**src/rtl/pattern_scan_ctrl.sv**
```systemverilog
// Sequencer for the external 3-bit "010"/"101" detector: accepts a word, flushes the
// detector, shifts the word in MSB-first and returns saturating match counts.
//
// state | meaning
// ------+-----------------------------------------------------------
// IDLE  | in_ready high, waiting for a word
// FLUSH | one-cycle det_flush pulse to clear detector history
// SHIFT | one word bit per cycle to the detector, MSB first
// DRAIN | no new bit; lets the registered match of the last bit land
// DONE  | out_valid high, counts held until consumer takes them
module pattern_scan_ctrl #(
    parameter int WIDTH = 10,
    parameter int CNT_W = 4
) (
    input  logic             clock,
    input  logic             reset,
    input  logic             in_valid,
    input  logic [WIDTH-1:0] in_word,
    output logic             in_ready,
    output logic             det_flush,
    output logic             det_valid,
    output logic             det_bit,
    input  logic [1:0]       det_match,
    output logic             out_valid,
    input  logic             out_ready,
    output logic [CNT_W-1:0] cnt_010,
    output logic [CNT_W-1:0] cnt_101
);
    localparam int IDX_W = (WIDTH > 1) ? $clog2(WIDTH) : 1;

    typedef enum logic [2:0] {IDLE, FLUSH, SHIFT, DRAIN, DONE} state_t;

    state_t             state_q, state_d;
    logic [WIDTH-1:0]   word_q, word_d;
    logic [IDX_W-1:0]   idx_q, idx_d;
    logic               vdly_q;
    logic [CNT_W-1:0]   c010_q, c010_d, c101_q, c101_d;
    logic               accept;

    function automatic logic [CNT_W-1:0] sat_inc(input logic [CNT_W-1:0] c, input logic inc);
        if (inc && (c != {CNT_W{1'b1}}))
            return c + 1'b1;
        return c;
    endfunction

    always_ff @(posedge clock) begin
        if (reset) begin
            state_q <= IDLE;
            word_q  <= '0;
            idx_q   <= '0;
            vdly_q  <= 1'b0;
            c010_q  <= '0;
            c101_q  <= '0;
        end else begin
            state_q <= state_d;
            word_q  <= word_d;
            idx_q   <= idx_d;
            vdly_q  <= det_valid;
            c010_q  <= c010_d;
            c101_q  <= c101_d;
        end
    end

    always_comb begin
        state_d   = state_q;
        word_d    = word_q;
        idx_d     = idx_q;
        c010_d    = c010_q;
        c101_d    = c101_q;
        in_ready  = 1'b0;
        det_flush = 1'b0;
        det_valid = 1'b0;
        det_bit   = 1'b0;
        out_valid = 1'b0;
        accept    = 1'b0;

        // Matches arrive one cycle after their bit, so gate on the delayed valid.
        if (vdly_q) begin
            c010_d = sat_inc(c010_q, det_match[1]);
            c101_d = sat_inc(c101_q, det_match[0]);
        end

        unique case (state_q)
            IDLE: begin
                in_ready = !reset;
                accept   = in_valid && !reset;
                if (accept) begin
                    word_d  = in_word;
                    idx_d   = IDX_W'(WIDTH - 1);
                    c010_d  = '0;
                    c101_d  = '0;
                    state_d = FLUSH;
                end
            end
            FLUSH: begin
                det_flush = 1'b1;
                state_d   = SHIFT;
            end
            SHIFT: begin
                det_valid = 1'b1;
                det_bit   = word_q[idx_q];
                if (idx_q == '0)
                    state_d = DRAIN;
                else
                    idx_d = idx_q - 1'b1;
            end
            DRAIN: begin
                state_d = DONE;
            end
            DONE: begin
                out_valid = 1'b1;
                if (out_ready)
                    state_d = IDLE;
            end
            default: state_d = IDLE;
        endcase
    end

    assign cnt_010 = c010_q;
    assign cnt_101 = c101_q;

endmodule

```
**config.mk**
```make
export PLATFORM = sky130hd
export DESIGN_NAME = pattern_scan_ctrl
export DESIGN_NICKNAME = d
export VERILOG_FILES = /design/src/rtl/pattern_scan_ctrl.sv
export SDC_FILE = /design/constraint.sdc
export NUM_CORES = 1
export LEC_CHECK = 0
export BUFFER_PORTS_ARGS = -buffer_cell sky130_fd_sc_hd__buf_2
export CORE_MARGIN = 3
export CORE_UTILIZATION = 47
export DETAILED_ROUTE_END_ITERATION = 6
export PLACE_DENSITY = 0.85
export SYNTH_ARGS = -nofsm -noshare
export SYNTH_HDL_FRONTEND = slang
export SYNTH_SLANG_ARGS = --single-unit
```
**constraint.sdc**
```tcl
create_clock -name clock -period 1.65 [get_ports clock]
set_input_delay 0.33 -clock clock [delete_from_list [all_inputs] [get_ports clock]]
set_output_delay 0.33 -clock clock [all_outputs]
set_load 0.01 [all_outputs]
```
==> results of run 1 <==
==> path summary, 6_finish.rpt <==
check	slack [ns]	cells after the start	endpoint	from
worst max-delay path	-0.44	4	det_bit	idx_q[0]$_SDFFE_PP0P_
worst min-delay path	0.23	3	word_q[5]$_SDFFE_PP0P_	in_word[5]
worst max register to register	0.11	5	idx_q[3]$_SDFFE_PP0P_	state_q[0]$_SDFFE_PP0P_
worst min register to register	0.46	2	word_q[7]$_SDFFE_PP0P_	word_q[7]$_SDFFE_PP0P_
==> area by class of cell <==
class | instances | share of cell area [%]
Clock buffer | 4 | 2.38
Inverter | 5 | 1.23
Multi-Input combinational cell | 105 | 45.1
Sequential cell | 26 | 34.9
Tap cell | 28 | 2.30
Timing Repair Buffer | 38 | 14.1
==> cells in the mapped netlist <==
master,number
a2111oi_0,1
a2111oi_1,1
a211oi_1,3
a21oi_1,13
a21oi_4,1
a2bb2oi_1,1
and2_1,3
and3_1,2
and4_1,1
buf_2,4
buf_4,1
buf_6,1
clkbuf_1,2
dfxtp_1,26
ha_1,3
inv_1,5
mux2i_1,3
mux4_2,1
nand2_1,25
nand2b_1,2
nand3_1,2
nor2_1,14
nor2_2,1
nor3_1,8
nor3b_1,4
nor4_1,1
nor4b_1,3
o21ai_0,3
or3b_4,1
xnor2_1,8
==> routing by layer <==
layer / part of all wire (%) / wire [microns]
met5: 0 / 0
met4: 1.8 / 50
met3: 4.6 / 129
met2: 52 / 1450
met1: 42 / 1170
==> worst max-delay path: cells and delay by family (launching register included) <==
| family | cells | cell delay, ns |
|---|---|---|
| mux | 1 | 0.54 |
| buf+inv | 1 | 0.15 |
| flops | 1 | 0.37 |
| simple gates | 1 | 0.09 |
| compound gates | 1 | 0.31 |
==> flip-flops by register name (all words and copies together), names as in the netlist <==
| signal | flops |
|---|---|
| cnt_010 | 4 |
| cnt_101 | 4 |
| idx_q | 4 |
| state_q | 3 |
| vdly_q | 1 |
| word_q | 10 |
==> cell families after synthesis <==
| kind of cell | synth area share [%] |
|---|---|
| AO/OA/AOI/OAI | 12.0 |
| XOR/XNOR | 5.74 |
| adder cells (fa/ha/maj) | 3.07 |
| buffers and inverters | 5.33 |
| flip-flops | 42.6 |
| multiplexers | 4.30 |
| AND/OR/NAND/NOR | 26.9 |
==> metrics by stage <==
stage	cells	total power, mW
floorplan	144	1.03
finish	206	1.53
global route	206	1.62
CTS	202	1.48
global placement	196	1.11
detailed placement	196	1.13
==> report_power, final <==
part,switching [mW],internal [mW]
combinational,0.254,0.219
sequential,0.0464,0.694
clock,0.182,0.135
==> timing repair <==
action | 4_1_cts | 5_1_grt
endpoints found under the hold margin | 0 | 0
setup endpoints to repair | 2 | 24
buffers inserted | 2 | 4
pin swaps | 1 | 2
gates resized for setup | 8 | 8
==> run metrics, run 1 <==
Finished Cell Area 1530 sq um; commonest non-fill, non-tap cell in the layout buf_2; maxcap violations 0; WP data required 1.32 ns; GRT met2 Usage 32.0%; Worst Setup End Kind output pin; Hold Vio Cnt, Final 0; multi-input logic area 688 sq um; n_diodes 0; Boundary Pins 29; vias after detailed routing 1,118; DRC violations left 0; synthesis warning total 0; Via density 5.43; Setup CP Type reg -> out; Pre-antenna DRT Iters 4; failing checks negative setup slack; CORE AREA 2340 sq um; unrepaired setup endpoints after global routing yes; CTS Sinks 26; Fmax 478 MHz; Pwr Density 1000 nW/um^2; Post-Synthesis Cells 144; gpl congestion 0.751; peak supply drop 0.000793 V; CTS buffer count 3; clock input transition at the sequential cells of the worst setup and hold paths 0.13 ns; row cnt 17; Final Skew 0.000989 ns; Clock Path Buffers 2; Iter 0 DRT Violations 58; GR Util met3 2.04%; CTS tree yes; Die W 57.0 microns; Mean Syn Cell Area 8.48 sq um; dpl ws -0.0685 ns; Tcrit/Tclk final 127%; Rel. slew slack 65.7%; WL final 2800 microns; Area contributors post-synth dfxtp_1 (43%), nand2_1 (7.7%), xnor2_1 (5.7%), a21oi_1 (5.3%), nor2_1 (4.3%); FF/Latch Area 533 sq um; initial antenna violation count 0; I/O Buffers 28; syn nets 163; hpwl dp 1920 microns; DR WL/cell 13.6 microns; CP Cell Sequence mux4_2 -> a2111oi_4 -> nor2_1 -> buf_2; final slew viol count 0; vias in the first global route 1,079; crit start category flip-flop; cell taking the most area after synthesis dfxtp_1; share of layout cells above drive strength 1 33.7%; min Tclk post-route 2.09 ns; crit path DAT 1.76 ns; met1 Resource Use GR 19.9%; clk_lat worst skew 0.31 ns; most frequent cells in the layout buf_2 (28), nand2_1 (25), dfxtp_1 (22), a21oi_1 (13), nor2_1 (12); H-Tree Depth 1; CP Max Fanout 2; CP max-delay cell mux4_2; final setup margin -0.440 ns; P&R area growth vs syn 25.0%; Tot GR Track Use 17.4%; Fillers 193; Root Buffer clkbuf_4; number of synthesized register bits 26; largest net degree at the start of global routing 15; GRT Max-Usage Layer met2; Static Leak 0.630 nW; worst slew pin tran 0.507 ns; Yosys cell types 30; first-pass GRT wire length 4550 microns; Net count, final 198; Mapped Area 1220 sq um; Hold WC Path Type in -> reg; hold slack 0.232 ns; final core utilization 65.2%; TNS Setup -0.440 ns; Max stage delay on crit path 0.54 ns; post-route antenna net violation count 0; post-synth top area share 42.6%; status complete, but fails checks; Vert. Die Dim 57.0 microns; DIE AREA 3250 sq um; grt total ovfl 0; initial core utilization 52.2%; sequential fraction of the synthesis area 42.6%; Setup violations, final 1; placed cell area 1390 sq um; hold buffers post-CTS 0
(Power assumes the default switching activity.)
==> run 2: changes to the inputs <==
--- a/config.mk
+++ b/config.mk
@@ -6,7 +6,7 @@
 export NUM_CORES = 1
 export LEC_CHECK = 0
 export BUFFER_PORTS_ARGS = -buffer_cell sky130_fd_sc_hd__buf_2
-export CORE_MARGIN = 3
+export CORE_MARGIN = 5
 export CORE_UTILIZATION = 47
 export DETAILED_ROUTE_END_ITERATION = 6
 export PLACE_DENSITY = 0.85
==> run 2 against run 1 <==
Against the previous run:
- flip-flop and latch count unchanged
- the run still ends with negative setup slack left
- via count down 1.5%
- clock skew up 0.0030 ns
- die area up 15%
- global-route usage down 2.1 points
- hold slack better by 0.0021 ns
- largest cell class unchanged
- clock power down 3%
- combinational power down 4%
- sequential share of layout area up 0.15 points
- count of clock-buffer cells in the layout unchanged
- cell count unchanged
==> run metrics, run 2 (same netlist as run 1, synthesis figures left out) <==
TNS Setup -0.367 ns (was -0.440 ns); hold slack 0.234 ns (was 0.232 ns); CORE AREA 2480 sq um (was 2340 sq um); clock input transition at the sequential cells of the worst setup and hold paths 0.13 ns (about the same); Hold Vio Cnt, Final 0 (unchanged); min-delay src in_word[8] (was in_word[5]); Root Buffer clkbuf_4 (unchanged); FF-to-FF Start state_q[2]$_SDFFE_PP0P_ (was state_q[0]$_SDFFE_PP0P_); Pre-antenna DRT Iters 4 (unchanged); max FFs per register 10 (unchanged); P&R area growth vs syn 23.9% (was 25.0%); Setup CP Type reg -> out (unchanged); DRC violations left 0 (unchanged); CP max-delay cell mux4_2 (unchanged); initial antenna violation count 0 (unchanged); vias after detailed routing 1,101 (was 1,118); hpwl dp 1950 microns (was 1920 microns); grt total ovfl 0 (unchanged); Tcrit/Tclk final 122% (was 127%); final setup margin -0.367 ns (was -0.440 ns); failing checks negative setup slack (unchanged); most frequent cells in the layout buf_2 (27), nand2_1 (25), dfxtp_1 (22), nor2_1 (13), a21oi_1 (13) (was buf_2 (28), nand2_1 (25), dfxtp_1 (22), a21oi_1 (13), nor2_1 (12)); CTS Sinks 26 (unchanged); CP Max Fanout 2 (unchanged); clk_lat worst skew 0.31 ns (about the same); most flop-heavy register word_q (unchanged); worst path bufs/invs 1 (unchanged); CTS buffer count 3 (unchanged); H-Tree Depth 1 (unchanged); WL met1 1080 microns (was 1170 microns); crit path DAT 1.69 ns (was 1.76 ns); Die W 61.0 microns (was 57.0 microns); Hold WC Path Type in -> reg (unchanged); min Tclk post-route 2.02 ns (was 2.09 ns); crit start category flip-flop (unchanged); row cnt 18 (was 17); Boundary Pins 29 (unchanged); CP Cell Sequence mux4_2 -> a2111oi_4 -> nor2_1 -> buf_2 (unchanged); met3 WL post-DR 169 microns (was 129 microns); n_diodes 0 (unchanged); DR WL/cell 13.2 microns (was 13.6 microns); initial core utilization 49.3% (was 52.2%); Final Skew 0.00396 ns (was 0.000989 ns); Max Used Layer met4 (unchanged); WP data required 1.32 ns (about the same); Fmax 496 MHz (was 478 MHz); Net count, final 196 (was 198); met2 wire length 1440 microns (was 1450 microns); multi-input logic area 683 sq um (was 688 sq um); Tot GR Track Use 15.3% (was 17.4%); peak supply drop 0.000733 V (was 0.000793 V); DIE AREA 3720 sq um (was 3250 sq um); Fillers 219 (was 193); CTS tree yes (unchanged); Max stage delay on crit path 0.52 ns (was 0.54 ns); Hold Crit Endpoint word_q[8]$_SDFFE_PP0P_ (was word_q[5]$_SDFFE_PP0P_); WL final 2730 microns (was 2800 microns); gpl congestion 0.777 (was 0.751); reg2reg path depth 5 (unchanged); Worst Setup End Kind output pin (unchanged); Clock Path Buffers 2 (unchanged); Rel. slew slack 67.5% (was 65.7%); status complete, but fails checks (unchanged); Static Leak 0.617 nW (was 0.630 nW); unrepaired setup endpoints after global routing yes (unchanged); post-route antenna net violation count 0 (unchanged); Iter 0 DRT Violations 56 (was 58); Vert. Die Dim 61.0 microns (was 57.0 microns); commonest non-fill, non-tap cell in the layout buf_2 (unchanged); I/O Buffers 28 (unchanged); vias in the first global route 1,080 (was 1,079); register-to-register setup slack 0.02 ns (was 0.11 ns); dpl ws -0.0350 ns (was -0.0685 ns); final slew viol count 0 (unchanged); Min-Delay Path Depth 3 (unchanged); FF/Latch Area 531 sq um (was 533 sq um); capture point of the worst reg-to-reg path idx_q[0]$_SDFFE_PP0P_ (was idx_q[3]$_SDFFE_PP0P_); Pwr Density 998 nW/um^2 (was 1000 nW/um^2); Crit path max-delay family multiplexers (unchanged); final core utilization 61.1% (was 65.2%); Via density 5.34 (was 5.43); share of layout cells above drive strength 1 32.4% (was 33.7%); Setup violations, final 1 (unchanged); maxcap violations 0 (unchanged); worst slew pin tran 0.486 ns (was 0.507 ns); first-pass GRT wire length 4290 microns (was 4550 microns); largest net degree at the start of global routing 20 (was 15)
## run 2: cell count changes in the layout (fill, tap and decap cells not counted), sizes merged
cell	delta
buf	-2
## run 2: worst max path at each step
stage	cells after the start	to	start	slack (ns)
2_1_floorplan	4	det_bit	idx_q[0]$_SDFFE_PP0P_	-0.01
3_3_place_gp	4	det_bit	idx_q[0]$_SDFFE_PP0P_	-0.03
3_5_place_dp	4	det_bit	idx_q[0]$_SDFFE_PP0P_	-0.04
4_1_cts	4	det_bit	idx_q[0]$_SDFFE_PP0P_	-0.41
5_1_grt	4	det_bit	idx_q[0]$_SDFFE_PP0P_	-0.46
6_report	4	det_bit	idx_q[0]$_SDFFE_PP0P_	-0.37
## run 2: area by class of cell
class / instances / area share [%]
multi-input combinational: 105 / 45.2
timing repair buffer: 36 / 13.6
clock buffer: 4 / 2.40
sequential: 26 / 35.1
inverter: 5 / 1.24
tap: 30 / 2.48
## run 2: metrics by stage
| step | cells | power (mW) | area, sq um |
|---|---|---|---|
| 2_1_floorplan | 144 | 1.03 | 1230 |
| 3_3_place_gp | 198 | 1.12 | 1390 |
| 3_5_place_dp | 198 | 1.14 | 1390 |
| 4_1_cts | 204 | 1.47 | 1450 |
| 5_1_grt | 206 | 1.61 | 1510 |
| 6_report | 206 | 1.51 | 1510 |
## run 2: per-layer routing
metal  vias to the layer above  GRT usage [%]
met2                        32           31.0
met5                         -              0
met4                         0           3.41
met3                         6           4.04
met1                       506           15.3
li1                        557              -
## run 2: power breakdown
group | internal (mW) | total (mW) | switching, mW
logic | 0.214 | 0.453 | 0.240
registers | 0.694 | 0.748 | 0.0544
clock network | 0.135 | 0.308 | 0.173
## run 2: worst reg2reg max path, cell delays in order, from the launching register on
cell	delay, ns
dfxtp_4	0.39
or3b_4	0.40
buf_4	0.16
a21oi_4	0.22
nor3_1	0.08
a211oi_1	0.27
## run 2: repair_timing
item,CTS,global route
resized for setup,5,10
pin swaps,1,1
endpoints found under the setup margin,2,5
setup buffers,2,2
hold buffers,0,0
